### config.mk
export PLATFORM = sky130hd
export DESIGN_NAME = serial_pattern_source
export DESIGN_NICKNAME = d
export VERILOG_FILES = /design/src/rtl/serial_pattern_source.sv
export SDC_FILE = /design/constraint.sdc
export NUM_CORES = 1
export LEC_CHECK = 0
export ABC_AREA = 1
export BUFFER_PORTS_ARGS = -buffer_cell sky130_fd_sc_hd__buf_2
export CAP_MARGIN = 25
export CORE_MARGIN = 2
export CORE_UTILIZATION = 50
export CTS_CLUSTER_SIZE = 25
export DETAILED_ROUTE_END_ITERATION = 10
export MAX_ROUTING_LAYER = met4
export PLACE_DENSITY_LB_ADDON = 0.1
export SKIP_LAST_GASP = 1
export SLEW_MARGIN = 20
export SYNTH_ARGS = -nofsm -noshare
export SYNTH_HDL_FRONTEND = slang
export SYNTH_SLANG_ARGS = --single-unit
### constraint.sdc
create_clock -name clk -period 2.9 [get_ports clk]
set_input_delay 0.87 -clock clk [delete_from_list [all_inputs] [get_ports clk]]
set_output_delay 0.87 -clock clk [all_outputs]
set_load 0.005 [all_outputs]
### src/rtl/serial_pattern_source.sv
// Parallel-to-serial source for the bit-serial sequence detector's din input.
// Words arrive over valid/ready; a one-word holding buffer keeps back-to-back words gapless.
module serial_pattern_source #(
    parameter int WIDTH     = 8,
    parameter bit MSB_FIRST = 1'b1
) (
    input  logic             clk,
    input  logic             reset,
    input  logic [WIDTH-1:0] data_in,
    input  logic             load_valid,
    output logic             load_ready,
    output logic             dout,
    output logic             dout_valid,
    output logic             dout_last,
    output logic             busy
);

    // state | meaning
    // IDLE  | no word in flight, dout_valid low
    // SHIFT | sreg bit selected by cnt is on dout this cycle
    typedef enum logic {
        IDLE  = 1'b0,
        SHIFT = 1'b1
    } state_t;

    localparam int                CNT_W    = $clog2(WIDTH);
    localparam logic [CNT_W-1:0] CNT_LAST = CNT_W'(WIDTH - 1);

    state_t           state_q, state_d;
    logic [CNT_W-1:0] cnt_q, cnt_d;
    logic [WIDTH-1:0] sreg_q, sreg_d;
    logic [WIDTH-1:0] pend_q, pend_d;
    logic             pend_full_q, pend_full_d;
    logic             dout_q, dout_d;
    logic             dout_valid_q, dout_valid_d;
    logic             dout_last_q, dout_last_d;
    logic             accept;

    function automatic logic first_bit(input logic [WIDTH-1:0] w);
        return MSB_FIRST ? w[WIDTH-1] : w[0];
    endfunction

    function automatic logic [WIDTH-1:0] shift_word(input logic [WIDTH-1:0] w);
        return MSB_FIRST ? {w[WIDTH-2:0], 1'b0} : {1'b0, w[WIDTH-1:1]};
    endfunction

    assign load_ready = !pend_full_q;
    assign accept     = load_valid && load_ready;

    always_comb begin
        state_d     = state_q;
        cnt_d       = cnt_q;
        sreg_d      = sreg_q;
        pend_d      = pend_q;
        pend_full_d = pend_full_q;

        case (state_q)
            IDLE: begin
                if (accept) begin
                    sreg_d  = data_in;
                    cnt_d   = '0;
                    state_d = SHIFT;
                end
            end
            SHIFT: begin
                if (cnt_q != CNT_LAST) begin
                    sreg_d = shift_word(sreg_q);
                    cnt_d  = cnt_q + CNT_W'(1);
                    if (accept) begin
                        pend_d      = data_in;
                        pend_full_d = 1'b1;
                    end
                end else if (pend_full_q) begin
                    sreg_d      = pend_q;
                    pend_full_d = 1'b0;
                    cnt_d       = '0;
                end else if (accept) begin
                    // bypass the holding buffer when a word arrives on the last-bit edge
                    sreg_d = data_in;
                    cnt_d  = '0;
                end else begin
                    cnt_d   = '0;
                    state_d = IDLE;
                end
            end
            default: begin
                state_d = IDLE;
                cnt_d   = '0;
            end
        endcase

        dout_valid_d = (state_d == SHIFT);
        dout_d       = dout_valid_d ? first_bit(sreg_d) : 1'b0;
        dout_last_d  = dout_valid_d && (cnt_d == CNT_LAST);
    end

    always_ff @(posedge clk or negedge reset) begin
        if (!reset) begin
            state_q      <= IDLE;
            cnt_q        <= '0;
            sreg_q       <= '0;
            pend_q       <= '0;
            pend_full_q  <= 1'b0;
            dout_q       <= 1'b0;
            dout_valid_q <= 1'b0;
            dout_last_q  <= 1'b0;
        end else begin
            state_q      <= state_d;
            cnt_q        <= cnt_d;
            sreg_q       <= sreg_d;
            pend_q       <= pend_d;
            pend_full_q  <= pend_full_d;
            dout_q       <= dout_d;
            dout_valid_q <= dout_valid_d;
            dout_last_q  <= dout_last_d;
        end
    end

    assign dout       = dout_q;
    assign dout_valid = dout_valid_q;
    assign dout_last  = dout_last_q;
    assign busy       = dout_valid_q | pend_full_q;

endmodule

==> results of run 1 <==
==> cells in the mapped netlist <==
master   instances
o21ai_2          9
o22ai_1          1
buf_8            1
o21ai_0          3
dfrtp_1         23
inv_2            2
buf_6            2
nor2_1          24
nand3_1         11
nand3_2          1
nand3_4          1
inv_6            1
inv_1           18
nand2_4          1
nand2_1         40
ha_1             2
==> report_power, final <==
part	switching [W]	internal [W]	leakage [nW]	total, W
Sequential	0.0000961	0.000474	0.278	0.000570
Combinational	0.000368	0.000227	0.402	0.000594
Clock	0.0000983	0.0000515	0.0177	0.000150
Total	0.000562	0.000752	0.698	0.00131
==> registers in the layout, indices dropped and copies added (netlist names) <==
signal and cells:
cnt_q 3, pend_q 8, dout 1, sreg_q 8
dout_valid 1, dout_last 1, pend_full_q 1
==> worst min path at each step <==
stage,start,to,slack [ns],depth (start not counted)
2_1_floorplan,pend_q[0]$_DFFE_PN0P_,pend_q[0]$_DFFE_PN0P_,0.46,2
3_3_place_gp,pend_q[5]$_DFFE_PN0P_,pend_q[5]$_DFFE_PN0P_,0.47,2
3_5_place_dp,pend_q[4]$_DFFE_PN0P_,pend_q[4]$_DFFE_PN0P_,0.47,2
4_1_cts,pend_q[7]$_DFFE_PN0P_,pend_q[7]$_DFFE_PN0P_,0.50,2
5_1_grt,reset,cnt_q[0]$_DFF_PN0_,0.53,1
6_report,reset,sreg_q[2]$_DFF_PN0_,0.50,1
==> kinds of logic after synthesis <==
logic type,count (synthesis)
adders and majority gates,2
AOI/OAI and AO/OA,13
and+or+nand+nor,78
DFF,23
buffers and inverters,24
==> placed cells by master (no fill, tap or decap), types with 2 or more instances in the layout <==
cell type	Yosys	routed
ha_1	2	2
dfrtp_1	23	23
o21ai_0	3	3
o21ai_2	9	9
clkbuf_4	0	3
nor2_1	24	24
nand2_1	40	40
buf_2	0	15
inv_1	18	18
nand3_1	11	11
inv_2	2	2
==> routing by layer <==
| layer | vias up | global-route usage, % | share of wire, % |
|---|---|---|---|
| li1 | 459 | - | - |
| met1 | 415 | 24.68 | 50 |
| met2 | 5 | 28.27 | 48 |
| met3 | 2 | 2.586 | 1.8 |
| met4 | 0 | 7.895 | 0.83 |
| met5 | - | - | 0 |
==> final cells by class <==
| class | count | area, um^2 | area share [%] |
|---|---|---|---|
| Sequential cell | 23 | 575.6 | 45.82 |
| Tap cell | 28 | 35.03 | 2.789 |
| Clock buffer | 3 | 22.52 | 1.793 |
| Timing Repair Buffer | 15 | 75.07 | 5.976 |
| Clock inverter | 1 | 5.005 | 0.3984 |
| Inverter | 21 | 83.83 | 6.673 |
| Multi-Input combinational cell | 93 | 459.2 | 36.55 |
==> metrics by stage <==
step	worst slack (ns)	std cells	utilization, %	total power (W)	instance area, um^2
2_1_floorplan	1.340	140	-	0.001060	1156
6_report	0.8161	184	57.34	0.001314	1256
5_1_grt	0.7001	184	57.34	0.001460	1256
3_3_place_gp	1.136	180	56.08	0.001162	1229
3_5_place_dp	1.117	180	56.08	0.001179	1229
4_1_cts	0.7970	184	57.34	0.001328	1256
==> metrics, run 1 <==
I/O Buffers=15; post-layout min period=2.084 ns; slew at the pin with the worst max-slew slack=0.5031 ns; CTS H-tree lvls=1; Clk Latency, worst-skew pair=0.31 ns; Worst Clk Skew=0.002339 ns; average size of a mapped cell=between 8 and 9 um^2; P_leak=0.6980 nW; Total Routing Usage GR=between 15 and 20%; synth-to-layout area growth=8.658%; Slew Limit Headroom=approximately two thirds; Crit-path slowest cell=dfrtp_1; antenna viol nets, final=0; Setup Fix Bufs, Post-CTS=0; register area share after synthesis=49.78%; CTS buffer count=3; wire length per cell=11.15 um; post-CTS sizing=0; worst path bufs/invs=2; dominant cells by area after synthesis=dfrtp_1 50%, nand2_1 13%, nor2_1 7.8%; clock-pin slew on the worst setup and hold paths=0.13 ns; largest net degree at the start of global routing=24; max-slew violation count=0; post-synthesis cell count=140; fraction of the mapped netlist area in adder cells=about 2.2%; reg2reg end=dout_last$_DFF_PN0_; max-cap violations=0; Compound-Gate Fraction of Synth Area=8.658%; Mapped Nets=about 150; CP Capture Type=primary output; largest family of logic cells by synthesized area=simple AND/OR/NAND/NOR gates; PwrDens=1046 nW/um^2; status=complete, no violations; grt total ovfl=0; Iter 0 DRT Violations=14; crit path launch=dout_valid$_DFF_PN0_; CP peak stage delay=0.56 ns; unrepaired setup endpoints after global routing=no; simple-gate share of the synthesized area=28.90%; Pre-antenna DRT Iters=4; vias in the first global route=a little over 800; fmax=479.9 MHz; Crit. path cell count=3; RePlAce Congestion=0.7988; Final Hold Fails=0; full die area=approximately 2700 um^2; area of the mapped netlist=1156 um^2; Worst R2R Start=cnt_q[0]$_DFF_PN0_; Root Driver=clkbuf_4; Tcrit/Tclk final=a little under three quarters; DRC=0; nets=170; worst path cell trace=inv_1 -> nand2_1 -> buf_2; DIE WIDTH=around 52 um; crit path capture=busy; fillcell total=approximately 220; internal reg-to-reg setup slack=1.29 ns; Antenna diodes=0; Setup CP Type=reg2out; CP Launch Type=register; Longest Clk Path Bufs=2; CP arrival=1.21 ns; Yosys warning total=0; CP max FO=10; synthesis-stage register bit count=23; Vias/cell=roughly 4.8; final WL=2052 um; post-synth top area share=49.78%; hold_buf cts=0; core area=2191 um^2; worst hold path type=in2async; antenna violations before repair=0; CTS tree=yes; worst endpoint required time=between 2 and 2.5 ns; Synth cell types=16; Reg2Reg Depth=7; Synth area leader=dfrtp_1; DPL Wire Length=1476 um; IR drop worst, VDD=around 0.00058 V; CP delay by family, top=flip-flops; Finish-stage setup viols=0; share of cells above drive strength 1=roughly 22%; # clock sinks=23; Top Ports=16; final setup TNS=0 ns; multiplexer share of the synthesized area=0%; Hold Slack=0.5014 ns; first-pass GRT wire length=around 3600 um; Synth Area in XOR/XNOR=0%; Die H=52.09 um; row count=17; Initial Util=52.77%; detailed-route via count=881
Note: power is estimated with default switching activity, not from simulation.
==> run 2, diff against run 1 <==
Settings changed: ABC_AREA 1 to 0.
Clock period 2.9 ns to 2.02 ns, I/O delays scaled along.
==> run 2 against run 1 <==
- setup slack lost 0.67 ns
- sequential power grew 42%
- core utilization grew 1.5 points
- clock power grew 61%
- largest cell class unchanged
- largest power group is now sequential cells
==> metrics, run 2 <==
area of the mapped netlist=1131 um^2; wire length per cell=15.47 um; max-slew violation count=0; most frequent cells after synthesis=22 x dfrtp_1, 12 x mux2i_1, 8 x mux2_4; vias in the first global route=805; Slew Limit Headroom=67.41%; Worst Clk Skew=0.01141 ns; CP peak stage delay=around 0.43 ns; largest net degree at the start of global routing=23; CTS buffer count=3; Final Hold Fails=0; CTS H-tree lvls=1; Power Total=0.001862 W; Clk Latency, worst-skew pair=about 0.31 ns; hold_buf cts=0; DIE WIDTH=51.56 um; fillcell total=approximately 190; Setup Fix Bufs, Post-CTS=0; Finish-stage setup viols=0; multiplexer share of the synthesized area=21.24%; Total Routing Usage GR=19.49%; fraction of the mapped netlist area in adder cells=2.212%; Pre-antenna DRT Iters=6; Longest Clk Path Bufs=2; DRC=0; Post-synth EDFFs=0; Most Frequent Cell on Critical Path=ha_1; CTS tree=yes; detailed-route via count=775; post-synthesis cell count=93; antenna violations before repair=0; Top Ports=16; grt total ovfl=0; share of cells above drive strength 1=31.53%; Root Driver=clkbuf_4; unrepaired setup endpoints after global routing=no; DR WL met3=101 um; nets=~130; Final Non-Filler Cells=roughly 140; Largest regs=pend_q x8, sreg_q x7, cnt_q x3; largest family of logic cells by synthesized area=multiplexers; final WL=between 2000 and 2500 um; average size of a mapped cell=12.16 um^2; commonest non-fill, non-tap cell in the layout=dfrtp_1; RePlAce Congestion=0.8009; M1 wire length=1057 um; max reg flops=8; Synth cell types=26; max-cap violations=0; dominant cells by area after synthesis=dfrtp_1 49%, mux2i_1 11%, mux2_4 11%; Yosys warning total=0; Vias/cell=about 5.6; antenna viol nets, final=0; Compound-Gate Fraction of Synth Area=14.38%; row count=17; IR drop worst, VDD=0.0007755 V; slew at the pin with the worst max-slew slack=0.4889 ns; Synth area leader=dfrtp_1; worst endpoint required time=~2.2 ns; Initial Util=52.13%; first-pass GRT wire length=3705 um; simple-gate share of the synthesized area=9.403%; count leader, synth=dfrtp_1; Synth Area in XOR/XNOR=0%; most frequent cells in the layout=22 x dfrtp_1, 15 x buf_2, 12 x mux2i_1; CP Launch Type=register; wire length on met2=982 um; synthesis-stage register bit count=22; # clock sinks=22; CP Capture Type=register; CP arrival=2.07 ns; Setup CP Type=reg2reg; core area=roughly 2200 um^2; fmax=533.3 MHz; P_leak=0.5893 nW; worst path cell trace=ha_1 -> ha_1 -> or2b_4 -> nor2_8 -> mux2_4; post-CTS sizing=0; synth-to-layout area growth=12.83%; post-synth top area share=about half; ys flop type=dfrtp_1; Antenna diodes=0; Iter 0 DRT Violations=9; PwrDens=1459 nW/um^2; CP max FO=10; register area share after synthesis=48.67%; post-layout min period=1.875 ns; Mapped Nets=106; Crit-path slowest cell=dfrtp_1; status=complete, no violations; full die area=2658 um^2; worst hold path type=in2async; Die H=51.56 um; I/O Buffers=15; Hold Slack=0.2344 ns; internal reg-to-reg setup slack=0.14 ns; Tcrit/Tclk final=a little over 90%; uppermost layer routed=met4; Inst Count DP=~140; final setup TNS=0 ns; Top reg by flops=pend_q; DPL Wire Length=1549 um; ys async rst share=100.0%; clock-pin slew on the worst setup and hold paths=about 0.12 ns
run 2: cell count changes after synthesis, sizes merged, moves of 5 or more:
cell    change
inv        -20
nor2       -21
o22ai       +5
nand2      -35
nand3      -11
mux2i      +12
mux2        +8
o21ai       -7
a221oi      +6
run 2: routing by layer:
layer / vias up / GRT usage, %
li1: 381 / -
met1: 375 / 24.86
met2: 17 / 31.62
met3: 2 / 5.172
met4: 0 / 3.947
met5: - / -
run 2: logic make-up (layout without fill, tap and decap cells):
| family | Yosys count | in the layout |
|---|---|---|
| buffers and inverters | 8 | 26 |
| multiplexers | 20 | 20 |
| AND/OR/NAND/NOR | 18 | 18 |
| AO/OA/AOI/OAI | 23 | 23 |
| flip-flops | 22 | 22 |
| adder cells (fa/ha/maj) | 2 | 2 |
run 2: worst max-delay path, delay by kind of cell, from the launching register on:
kind	cells	cell delay, ns
adders and majority gates	2	0.45
DFF	1	0.43
muxes	1	0.32
and+or+nand+nor	2	0.55
run 2: area by class of cell:
| type | instances | area, um^2 | area share [%] |
|---|---|---|---|
| flip-flops and latches | 22 | 550.5 | 43.14 |
| multi-input cells | 63 | 534.3 | 41.86 |
| repair buffers | 20 | 112.6 | 8.824 |
| clock buffers | 4 | 36.28 | 2.843 |
| well taps | 28 | 35.03 | 2.745 |
| inverters | 2 | 7.507 | 0.5882 |
run 2: worst paths after layout:
path	endpoint	start	cells after the start
max in group asynchronous	sreg_q[3]$_DFF_PN0_	reset	1
min	pend_full_q$_DFFE_PN0P_	reset	1
max	pend_q[1]$_DFFE_PN0P_	cnt_q[0]$_DFF_PN0_	5
min reg2reg	pend_q[7]$_DFFE_PN0P_	pend_q[7]$_DFFE_PN0P_	1
max reg2reg	pend_q[1]$_DFFE_PN0P_	cnt_q[0]$_DFF_PN0_	5
min in group clk	pend_q[7]$_DFFE_PN0P_	pend_q[7]$_DFFE_PN0P_	1
run 2: through the flow:
| stage | area, um^2 | setup WS, ns | util, % |
|---|---|---|---|
| after floorplan | 1131 | 0.3346 | - |
| after global placement | 1240 | 0.2212 | 57.15 |
| after detailed placement | 1240 | 0.1669 | 57.15 |
| after CTS | 1276 | 0.1364 | 58.82 |
| after global routing | 1276 | 0.04973 | 58.82 |
| final | 1276 | 0.1449 | 58.82 |
run 2: where the power goes:
part / internal, W / switching [W]
Sequential: 0.000654 / 0.000158
Combinational: 0.000438 / 0.000370
Clock: 0.000110 / 0.000131
Total: 0.00120 / 0.000660
==> run 3, diff against run 2 <==
Settings changed: CTS_BUF_LIST from default to sky130_fd_sc_hd__clkbuf_16.
==> run 3 against run 2 <==
- total power is 9.3% higher
- routed wire length hardly changed
- highest routed layer unchanged
- sequential power about the same
- cell count did not move
- non-clock buffer count is the same
==> metrics, run 3 (synthesis results as in run 2) <==
max-slew violation count=0; row count=17; Initial Util=roughly 52%; IR drop worst, VDD=0.0008596 V; Setup CP Type=reg2reg; final WL=between 2000 and 2500 um; Switch Pwr=0.0006770 W; Final Hold Fails=0; Top Ports=16; CTS H-tree lvls=1; Antenna diodes=0; final setup TNS=0 ns; share of cells above drive strength 1=30.63%; status=complete, no violations; fin util=60.78%; PwrDens=1543 nW/um^2; antenna viol nets, final=0; worst endpoint required time=between 2 and 2.5 ns; CTS buffer count=3; antenna violations before repair=0; post-CTS sizing=0; DPL Wire Length=1549 um; synth-to-layout area growth=16.59%; max-cap violations=0; Finish-stage setup viols=0; CP max FO=10; Total Routing Usage GR=19.30%; clock-pin slew on the worst setup and hold paths=0.06 ns; I/O Buffers=15; full die area=2658 um^2; hold_buf cts=0; total internal power=0.001359 W; DRC=0; Switching Share=between 30% and 40%; P_leak=0.6068 nW; RePlAce Congestion=0.8009; most frequent cells in the layout=22 x dfrtp_1, 15 x buf_2, 12 x mux2i_1; Tcrit/Tclk final=92.17%; part of the power in registers=about two fifths; commonest non-fill, non-tap cell in the layout=dfrtp_1; slew at the pin with the worst max-slew slack=between 0.4 and 0.5 ns; core area=2170 um^2; grt total ovfl=0; Pre-antenna DRT Iters=4; unrepaired setup endpoints after global routing=no; CP Capture Type=register; Top reg by flops=pend_q; detailed-route via count=772; CP arrival=~2 ns; nets=about 130; Worst Clk Skew=0.006721 ns; CP Launch Type=register; Slew Limit Headroom=67.77%; worst hold path type=in2async; Root Driver=clkbuf_16; Largest regs=pend_q x8, sreg_q x7, cnt_q x3; vias in the first global route=799; largest net degree at the start of global routing=23; Clk Latency, worst-skew pair=0.25 ns; Longest Clk Path Bufs=2; max reg flops=8; DIE WIDTH=slightly above 50 um; # clock sinks=22; Vias/cell=5.554; post-layout min period=1.862 ns; Die H=just over 50 um; Iter 0 DRT Violations=9; combinational power share=roughly two fifths; wire length per cell=15.47 um; fmax=between 500 and 600 MHz; Clk network pwr share=around a fifth; CTS tree=yes; Setup Fix Bufs, Post-CTS=0; first-pass GRT wire length=3657 um
[run 3: changes by cell type in the layout (fill, tap and decap cells not counted), sizes merged]
cell	change
clkbuf	-1
clkinv	+1
[run 3: critical path, stage by stage (launching register included)]
cell and delay [ns]:
dfrtp_1 0.41, ha_1 0.21, ha_1 0.24, or2b_4 0.34, nor2_8 0.22, mux2_4 0.32
[run 3: path summary, 6_finish.rpt]
| path | startpoint | end | slack [ns] | cells past startpoint |
|---|---|---|---|---|
| min in group clk | pend_q[7]$_DFFE_PN0P_ | pend_q[7]$_DFFE_PN0P_ | 0.51 | 1 |
| hold reg to reg | pend_q[7]$_DFFE_PN0P_ | pend_q[7]$_DFFE_PN0P_ | 0.51 | 1 |
| hold / removal | reset | pend_full_q$_DFFE_PN0P_ | 0.31 | 1 |
| setup reg to reg | cnt_q[0]$_DFF_PN0_ | pend_q[5]$_DFFE_PN0P_ | 0.16 | 5 |
| max in group asynchronous | reset | sreg_q[3]$_DFF_PN0_ | 1.38 | 1 |
| setup / recovery | cnt_q[0]$_DFF_PN0_ | pend_q[5]$_DFFE_PN0P_ | 0.16 | 5 |
[run 3: cell type report]
cell class	instances	area [um^2]
inverters	2	7.507
multi-input cells	63	534.3
flip-flops and latches	22	550.5
repair buffers	20	112.6
fillers	187	850.8
clock buffers	3	75.07
well taps	28	35.03
clock inverters	1	3.754
[run 3: routing by layer]
layer  GRT usage [%]  up-vias  routed length [um]
met5               -        -                   0
met4           3.947        0                   9
met3           5.172        2                  98
met2           31.62       18                1010
met1           24.29      372                1033
li1                -      380                   -
[run 3: stage by stage]
stage | hold slack [ns] | std cells | setup WS [ns] | area [um^2] | power (W)
floorplan | 0.3104 | 93 | 0.3346 | 1131 | 0.001433
global placement | 0.4735 | 135 | 0.2212 | 1240 | 0.001607
detailed placement | 0.4978 | 135 | 0.1669 | 1240 | 0.001627
CTS | 0.3247 | 139 | 0.1554 | 1319 | 0.002046
global route | 0.3518 | 139 | 0.07539 | 1319 | 0.002193
finish | 0.3069 | 139 | 0.1581 | 1319 | 0.002036
[run 3: power groups by stage]
stage / Sequential [W] / Combinational, W / Clock [W]
finish: 0.000814 / 0.000809 / 0.000412
global route: 0.000838 / 0.000913 / 0.000441
CTS: 0.000813 / 0.000816 / 0.000417
detailed placement: 0.000813 / 0.000814 / 0
global placement: 0.000822 / 0.000785 / 0
floorplan: 0.000771 / 0.000662 / 0
